$ cat src/rtl/service_gate_seq_if.sv
// Command and gate-output bundle for service_gate_seq.
interface service_gate_seq_if #(
    parameter int NREG = 8,
    parameter int AW   = 3
);
    logic            cmd_valid;
    logic            cmd_ready;
    logic            rd_en;
    logic            wr_en;
    logic            clr_en;
    logic            ci_req;
    logic [AW-1:0]   rd_sel;
    logic [AW-1:0]   wr_sel;
    logic            ginh;
    logic [NREG-1:0] rg_n;
    logic [NREG-1:0] cg;
    logic [NREG-1:0] wg_n;
    logic            ci01_n;
    logic            busy;
    logic            sel_err;

    modport master (
        output cmd_valid, rd_en, wr_en, clr_en, ci_req, rd_sel, wr_sel, ginh,
        input  cmd_ready, rg_n, cg, wg_n, ci01_n, busy, sel_err
    );

    modport slave (
        input  cmd_valid, rd_en, wr_en, clr_en, ci_req, rd_sel, wr_sel, ginh,
        output cmd_ready, rg_n, cg, wg_n, ci01_n, busy, sel_err
    );
endinterface

$ cat src/rtl/service_gate_seq.sv
// Read/clear/write gate sequencer: each accepted command runs RPH, CPH, WPH
// phases of PH_LEN cycles, driving registered one-hot register gates.
module service_gate_seq #(
    parameter int NREG   = 8,
    parameter int AW     = 3,
    parameter int PH_LEN = 1
) (
    input logic              sim_clk,
    input logic              sim_rst,
    service_gate_seq_if.slave bus
);
    localparam int CW = (PH_LEN > 1) ? $clog2(PH_LEN) : 1;
    localparam logic [CW-1:0] CNT_LAST = CW'(PH_LEN - 1);

    typedef enum logic [1:0] {IDLE, RPH, CPH, WPH} state_t;

    state_t          state, state_nxt;
    logic [CW-1:0]   cnt, cnt_nxt;
    logic            last;
    logic            accept;
    logic            rd_en_l, wr_en_l, clr_en_l;
    logic [AW-1:0]   rd_sel_l, wr_sel_l;
    logic            ci_ff;
    logic            sel_err_q;
    logic [NREG-1:0] rg_n_q, cg_q, wg_n_q;

    function automatic logic sel_ok(input logic [AW-1:0] s);
        return 32'(s) < NREG;
    endfunction

    function automatic logic [NREG-1:0] onehot(input logic [AW-1:0] s);
        return {{(NREG-1){1'b0}}, 1'b1} << s;
    endfunction

    assign last          = (cnt == CNT_LAST);
    assign bus.cmd_ready = (state == IDLE) || (state == WPH && last);
    assign accept        = bus.cmd_valid && bus.cmd_ready;

    always_ff @(posedge sim_clk or negedge sim_rst) begin
        if (!sim_rst) begin
            state <= IDLE;
            cnt   <= '0;
        end else begin
            state <= state_nxt;
            cnt   <= cnt_nxt;
        end
    end

    // An accept always wins, which gives the back-to-back WPH -> RPH path.
    always_comb begin
        state_nxt = state;
        cnt_nxt   = cnt;
        if (accept) begin
            state_nxt = RPH;
            cnt_nxt   = '0;
        end else if (state != IDLE) begin
            if (!last) begin
                cnt_nxt = cnt + 1'b1;
            end else begin
                cnt_nxt = '0;
                case (state)
                    RPH:     state_nxt = CPH;
                    CPH:     state_nxt = WPH;
                    default: state_nxt = IDLE;
                endcase
            end
        end
    end

    always_ff @(posedge sim_clk or negedge sim_rst) begin
        if (!sim_rst) begin
            rd_en_l   <= 1'b0;
            wr_en_l   <= 1'b0;
            clr_en_l  <= 1'b0;
            rd_sel_l  <= '0;
            wr_sel_l  <= '0;
            ci_ff     <= 1'b0;
            sel_err_q <= 1'b0;
            rg_n_q    <= '1;
            cg_q      <= '0;
            wg_n_q    <= '1;
        end else begin
            sel_err_q <= 1'b0;
            if (accept) begin
                rd_en_l   <= bus.rd_en;
                wr_en_l   <= bus.wr_en;
                clr_en_l  <= bus.clr_en;
                rd_sel_l  <= bus.rd_sel;
                wr_sel_l  <= bus.wr_sel;
                ci_ff     <= bus.ci_req;
                sel_err_q <= !sel_ok(bus.rd_sel) || !sel_ok(bus.wr_sel);
                rg_n_q    <= (bus.rd_en && sel_ok(bus.rd_sel)) ? ~onehot(bus.rd_sel) : '1;
                cg_q      <= '0;
                wg_n_q    <= '1;
            end else if (last) begin
                // GINH is deliberately sampled live in the final CPH cycle.
                case (state)
                    RPH: cg_q <= (clr_en_l && wr_en_l && sel_ok(wr_sel_l)) ? onehot(wr_sel_l) : '0;
                    CPH: begin
                        rg_n_q <= '1;
                        cg_q   <= '0;
                        wg_n_q <= (wr_en_l && !bus.ginh && sel_ok(wr_sel_l)) ? ~onehot(wr_sel_l) : '1;
                    end
                    WPH: begin
                        wg_n_q <= '1;
                        ci_ff  <= 1'b0;
                    end
                    default: ;
                endcase
            end
        end
    end

    assign bus.rg_n    = rg_n_q;
    assign bus.cg      = cg_q;
    assign bus.wg_n    = wg_n_q;
    assign bus.ci01_n  = ~ci_ff;
    assign bus.busy    = (state != IDLE);
    assign bus.sel_err = sel_err_q;
endmodule

$ cat src/flat_wrapper.sv
// flat-port wrapper written by rule: the top's interface ports become plain ports
module service_gate_seq_flat 
#(
    parameter int NREG   = 8,
    parameter int AW     = 3,
    parameter int PH_LEN = 1
)
  (sim_clk, sim_rst, bus_cmd_valid, bus_rd_en, bus_wr_en, bus_clr_en, bus_ci_req, bus_rd_sel, bus_wr_sel, bus_ginh, bus_cmd_ready, bus_rg_n, bus_cg, bus_wg_n, bus_ci01_n, bus_busy, bus_sel_err);
  service_gate_seq_if #(.NREG(NREG), .AW(AW)) bus_i ();
  input logic sim_clk;
  input logic sim_rst;
  input wire logic [$bits(bus_i.cmd_valid)-1:0] bus_cmd_valid;
  input wire logic [$bits(bus_i.rd_en)-1:0] bus_rd_en;
  input wire logic [$bits(bus_i.wr_en)-1:0] bus_wr_en;
  input wire logic [$bits(bus_i.clr_en)-1:0] bus_clr_en;
  input wire logic [$bits(bus_i.ci_req)-1:0] bus_ci_req;
  input wire logic [$bits(bus_i.rd_sel)-1:0] bus_rd_sel;
  input wire logic [$bits(bus_i.wr_sel)-1:0] bus_wr_sel;
  input wire logic [$bits(bus_i.ginh)-1:0] bus_ginh;
  output wire logic [$bits(bus_i.cmd_ready)-1:0] bus_cmd_ready;
  output wire logic [$bits(bus_i.rg_n)-1:0] bus_rg_n;
  output wire logic [$bits(bus_i.cg)-1:0] bus_cg;
  output wire logic [$bits(bus_i.wg_n)-1:0] bus_wg_n;
  output wire logic [$bits(bus_i.ci01_n)-1:0] bus_ci01_n;
  output wire logic [$bits(bus_i.busy)-1:0] bus_busy;
  output wire logic [$bits(bus_i.sel_err)-1:0] bus_sel_err;
  assign bus_i.cmd_valid = bus_cmd_valid;
  assign bus_i.rd_en = bus_rd_en;
  assign bus_i.wr_en = bus_wr_en;
  assign bus_i.clr_en = bus_clr_en;
  assign bus_i.ci_req = bus_ci_req;
  assign bus_i.rd_sel = bus_rd_sel;
  assign bus_i.wr_sel = bus_wr_sel;
  assign bus_i.ginh = bus_ginh;
  assign bus_cmd_ready = bus_i.cmd_ready;
  assign bus_rg_n = bus_i.rg_n;
  assign bus_cg = bus_i.cg;
  assign bus_wg_n = bus_i.wg_n;
  assign bus_ci01_n = bus_i.ci01_n;
  assign bus_busy = bus_i.busy;
  assign bus_sel_err = bus_i.sel_err;
  service_gate_seq #(.NREG(NREG), .AW(AW), .PH_LEN(PH_LEN)) u_core (.sim_clk(sim_clk), .sim_rst(sim_rst), .bus(bus_i));
endmodule
$ cat config.mk
export PLATFORM = sky130hd
export DESIGN_NAME = service_gate_seq_flat
export DESIGN_NICKNAME = d
export VERILOG_FILES = /design/src/rtl/service_gate_seq_if.sv /design/src/rtl/service_gate_seq.sv /design/src/flat_wrapper.sv
export SDC_FILE = /design/constraint.sdc
export NUM_CORES = 1
export LEC_CHECK = 0
export ABC_AREA = 1
export BUFFER_PORTS_ARGS = -buffer_cell sky130_fd_sc_hd__buf_2
export CAP_MARGIN = 20
export CORE_ASPECT_RATIO = 1.75
export CORE_MARGIN = 4
export CORE_UTILIZATION = 45
export DETAILED_ROUTE_END_ITERATION = 10
export PLACE_DENSITY_LB_ADDON = 0.25
export RECOVER_POWER = 50
export SLEW_MARGIN = 20
export SYNTH_ARGS = -nofsm -noshare
export SYNTH_HDL_FRONTEND = slang
export SYNTH_SLANG_ARGS = --single-unit
$ cat constraint.sdc
create_clock -name sim_clk -period 3.85 [get_ports sim_clk]
set_input_delay 0.385 -clock sim_clk [delete_from_list [all_inputs] [get_ports sim_clk]]
set_output_delay 0.385 -clock sim_clk [all_outputs]
set_load 0.02 [all_outputs]
Word level (Yosys, flattened, before mapping)
Cells that the tools add are included.
{ "op_classes": {"n_bitwise": 4, "muxes": 22, "shifts": 2, "n_addsub": 1, "eq_ne": 4, "reduce_logical": 18} }
{ "op_table": {"columns": ["operator", "n"], "rows": [
  ["$mux 8", 10],
  ["$pmux 8 s2", 2],
  ["$not 8->8", 2],
  ["$shl 1x3->8 const A", 2],
  ["$reduce_and 2->1", 5],
  ["$reduce_bool 2->1", 4],
  ["$mux 1", 6],
  ["$mux 2", 3],
  ["$reduce_bool 3->1", 2],
  ["$eq 2x2->1 const B", 2],
  ["$logic_and 1x1->1", 4],
  ["$pmux 2 s2", 1],
  ["$eq 2x1->1 const B", 1],
  ["$logic_not 2->1", 1],
  ["$ne 2x2->1 const B", 1],
  ["$not 1->1", 2],
  ["$add 1x1->1 const B", 1],
  ["$logic_not 1->1", 1],
  ["$logic_or 1x1->1", 1]
]} }
{ "word_totals": {"input_bits": 14, "output_inout_bits": 28, "regBits": 33} }

Logic depth before layout (Yosys ltp)
{ "logic_depth": {"ltp_word": 6, "mapped_depth": 9, "ltp_nobuf": 8} }

Worst setup path after synthesis
OpenSTA, ideal clock, no wires.
{ "synth_path": {"path_type": "reg-to-reg", "from": "reg u_core.state[0]", "to": "reg u_core.wg_n_q[3], in the netlist u_core.bus.wg_n[3]", "t_arrival_ps": 1451, "stages_incl_launch_ff": 10, "path_slack_ps": 2323, "required_time_ps": 3774, "synth_period_minus_slack_ps": 1527, "setup_time_ps": 76, "cell_sequence": "dfrtp_1 > inv_1 > ha_1 > inv_2 > nand2_8 > nand2_4 > clkbuf_8 > nand2_1 > nor2_1 > nor2_1"} }
{ "synth_via": {"elab_chain_len": 6} }
{ "synth_lines": {"columns": ["item", "line_no", "text"], "rows": [
  ["from (decl)", "service_gate_seq.sv:17", "state_t state, state_nxt;"],
  ["from (signal assigned)", "service_gate_seq.sv:44", "state <= state_nxt;"],
  ["$eq 2x2->1", "service_gate_seq.sv:36", "assign bus.cmd_ready = (state == IDLE) || (state == WPH && last);"],
  ["$logic_and 1x1->1", "service_gate_seq.sv:36", null],
  ["$logic_or 1x1->1 (*)", "service_gate_seq.sv:36", null],
  ["via bus_cmd_ready", "flat_wrapper.sv:20", "output wire logic [$bits(bus_i.cmd_ready)-1:0] bus_cmd_ready;"],
  ["$logic_and 1x1->1 (*)", "service_gate_seq.sv:37", "assign accept = bus.cmd_valid && bus.cmd_ready;"],
  ["$ne 2x2->1 (no source line) / $reduce_bool 3->1 (equally long branches)", null, null],
  ["$reduce_and 2->1 (no source line)", null, null],
  ["to (signal assigned)", "service_gate_seq.sv:102", "wg_n_q <= (wr_en_l && !bus.ginh && sel_ok(wr_sel_l)) ? ~onehot(wr_sel_l) : '1;"],
  ["to (decl)", "service_gate_seq.sv:25", "logic [NREG-1:0] rg_n_q, cg_q, wg_n_q;"]
]} }
Mark *: on every way through the listed nets, which the timed path passes. The rest lies on a longest branch. The select of a mux whose other input is x is not followed.
A chain may end at the register's enable or synchronous reset.

Worst setup path in the final report
{ "layout_path": {"from": "reg u_core.state[0]", "to": "out bus_cmd_ready"} }
{ "layout_via": {"elab_chain_len": 3} }
{ "layout_lines": {"columns": ["item", "line_no"], "rows": [
  ["$eq 2x2->1", "service_gate_seq.sv:36"],
  ["$logic_and 1x1->1", "service_gate_seq.sv:36"],
  ["$logic_or 1x1->1 (*)", "service_gate_seq.sv:36"],
  ["to (decl)", "flat_wrapper.sv:20"]
]} }
Every way passes the cells marked *; elsewhere a longest branch is shown, timed or not.

==> flow_summary.ini <==
[pwr]
leakage_uw = 0.000799
switchingPower_uw = 544
sequentialPowerShare = 0.371
p_int_uw = 704
irDropWorstVdd_mv = 0.418
switching_share = 0.436
power_frac_comb = 0.418
power_uw = 1250
powerDensity_mw_per_mm2 = 701
power_frac_clock = 0.211

[timing]
tns_ns = 0
finalHoldViolCount = 0
max-slew-margin-rel = -0.111
worst_pin_slew_ns = 1.67
grt_setup_unrepaired = no
period_share = 0.485
fin_skew_ns = 0.00615
fin_hold_ws_ns = 0.304
drv_slew = 33
period_needed_ns = 1.87
finalSetupViolCount = 0
fmax_mhz = 536

[grt]
grt_overflow = 0
grt_pass1_wl_um = 5400
antenna_found_initial = 0
track_usage = 0.169
grt_pass1_vias = 1294
grt_max_degree = 33

[clock_network]
cts_buffers = 5
insertion_delay_ns = 0.28
postCtsSetupBuffers = 0
h-tree-depth = 2
root_buffer = clkbuf_8
cts_tree = done
cts_buffer_depth = 2
path_clk_slew_ns = 0.07
post_cts_hold_buffer_count = 0
cts_resized = 0
cts_num_sinks = 32

[drt]
ant_nets = 0
drc = 0
vias = 1253
finalWirelength_um = 3210
wl_per_cell_um = 12.1
first_pass_iters = 4
viasPerCell = 4.75
first_iter_violations = 27

[critical_path]
critPathKind = flip-flop to primary output
cp_slowest_cell = dfrtp_1
endpoint_kind = primary output
cp_data_required_time_ns = 3.46
path_delay_family = buffers and inverters
cp_num_buf_inv = 3
crit_arrival_ns = 1.48
critPathLaunchType = flip-flop
path_cells = inv_1 > ha_1 > inv_2 > buf_2
path_max_fanout = 10
max_stage_delay_ns = 0.35

[floorplanning]
die_y_um = 83.8
ioPinCount = 42
die_w_um = 51.3
start_util = 0.471
fp.dieArea_sq_mm = 0.00430
num_rows = 27
core_area_sq_mm = 0.00314

[synthesis]
syn_area_per_cell_sq_um = 8.40
synth_fp_nets = 193
synth-seq-cells = 32
ys_seq_area_frac = 0.555
synthCells = 176
ys_warn_count = 0
synth.distinct_cells = 19
syn_area_sq_mm = 0.00148

[final_layout]
nets = 237
drive_gt1_frac = 0.253
most-common-layout-cells = 50 x nor2_1, 27 x buf_2, 26 x nand2_1
n_antenna_cell = 0
mostFrequentLayoutCell = nor2_1
area_growth_pct = 20.4
finalNonFillerCells = 264

[place]
io_buffers = 40
hpwl_um = 2480
gp_congestion = 0.825
dp.cells = 256

[run_status]
outcome = finished, violations left
violations = capacitance limit, slew limit

[hold_path]
hp-class = primary input to flip-flop

[run]
drv_cap = 1
## routing by layer
metal	vias to the layer above	global-route usage	share of wire
met5	-	0	0
met4	0	0.0883	0.028
met3	8	0.0483	0.051
met2	30	0.324	0.57
met1	583	0.146	0.36
li1	632	-	-
## registers in the layout, indices dropped and copies added, names as in the netlist
name	flops
u_core.wr_sel_l	3
u_core.bus.rg_n	8
u_core.bus.wg_n	8
u_core.clr_en_l	1
u_core.wr_en_l	1
u_core.state	2
u_core.bus.cg	8
u_core.ci_ff	1
## metrics by stage
stage | util | setup slack [ns] | instance area [sq um]
floorplan | - | 2.32 | 1480
global placement | 0.542 | 2.27 | 1700
detailed placement | 0.542 | 2.22 | 1700
CTS | 0.572 | 1.98 | 1800
global route | 0.567 | 1.91 | 1780
finish | 0.567 | 1.98 | 1780
## cells by family (layout without fill, tap and decap cells)
| family | count (synthesis) | count (layout) | share of synthesized area |
|---|---|---|---|
| buffers and inverters | 26 | 71 | 0.0778 |
| and+or+nand+nor | 94 | 94 | 0.270 |
| DFF | 32 | 32 | 0.555 |
| adders and majority gates | 3 | 3 | 0.0254 |
| other | 1 | 1 | 0.00254 |
| AOI/OAI and AO/OA | 20 | 20 | 0.0694 |
## cell type report
| class | count | area, sq um |
|---|---|---|
| inverter | 23 | 86.3 |
| clock inverter | 2 | 10.0 |
| sequential | 32 | 821 |
| fill | 344 | 1360 |
| timing repair buffer | 40 | 184 |
| multi-input combinational | 118 | 543 |
| clock buffer | 6 | 82.6 |
| tap | 43 | 53.8 |
## power by group through the flow
stage	clock network [uW]	registers [uW]	logic (uW)
final	263	464	522
after global routing	286	472	587
after CTS	272	463	537
after detailed placement	0	469	535
after global placement	0	466	530
after floorplan	0	500	377
## path summary, 6_finish.rpt
check / start / to / slack (ns) / depth (start not counted)
max: u_core.state[0]$_DFFE_PN0P_ / bus_cmd_ready / 1.98 / 4
max reg2reg: u_core.state[0]$_DFFE_PN0P_ / u_core.wr_sel_l[0]$_DFFE_PN0P_ / 2.21 / 4
min in group asynchronous: sim_rst / u_core.bus.cg[2]$_DFFE_PN0P_ / 0.52 / 1
max in group asynchronous: sim_rst / u_core.wr_sel_l[2]$_DFFE_PN0P_ / 2.36 / 1
min reg2reg: u_core.clr_en_l$_DFFE_PN0P_ / u_core.clr_en_l$_DFFE_PN0P_ / 0.49 / 2
min: bus_wr_en / u_core.wr_en_l$_DFFE_PN0P_ / 0.30 / 3
## tightest hold or removal path, cell delays in order
cell     delay (ns)
buf_2          0.08
nand2_1        0.04
nand2_1        0.05
## cells in the mapped netlist (all sizes together)
cell / instances / share of area
o21ai: 13 / 0.044
nand4: 1 / 0.0042
nor2: 50 / 0.13
o31ai: 1 / 0.0051
ha: 3 / 0.025
conb: 1 / 0.0025
a21oi: 6 / 0.020
buf: 2 / 0.010
dfrtp: 16 / 0.27
nor3: 3 / 0.010
nand3: 11 / 0.037
inv: 23 / 0.058
nand2: 29 / 0.091
clkbuf: 1 / 0.0093
dfstp: 16 / 0.28
(Power assumes the default switching activity.)
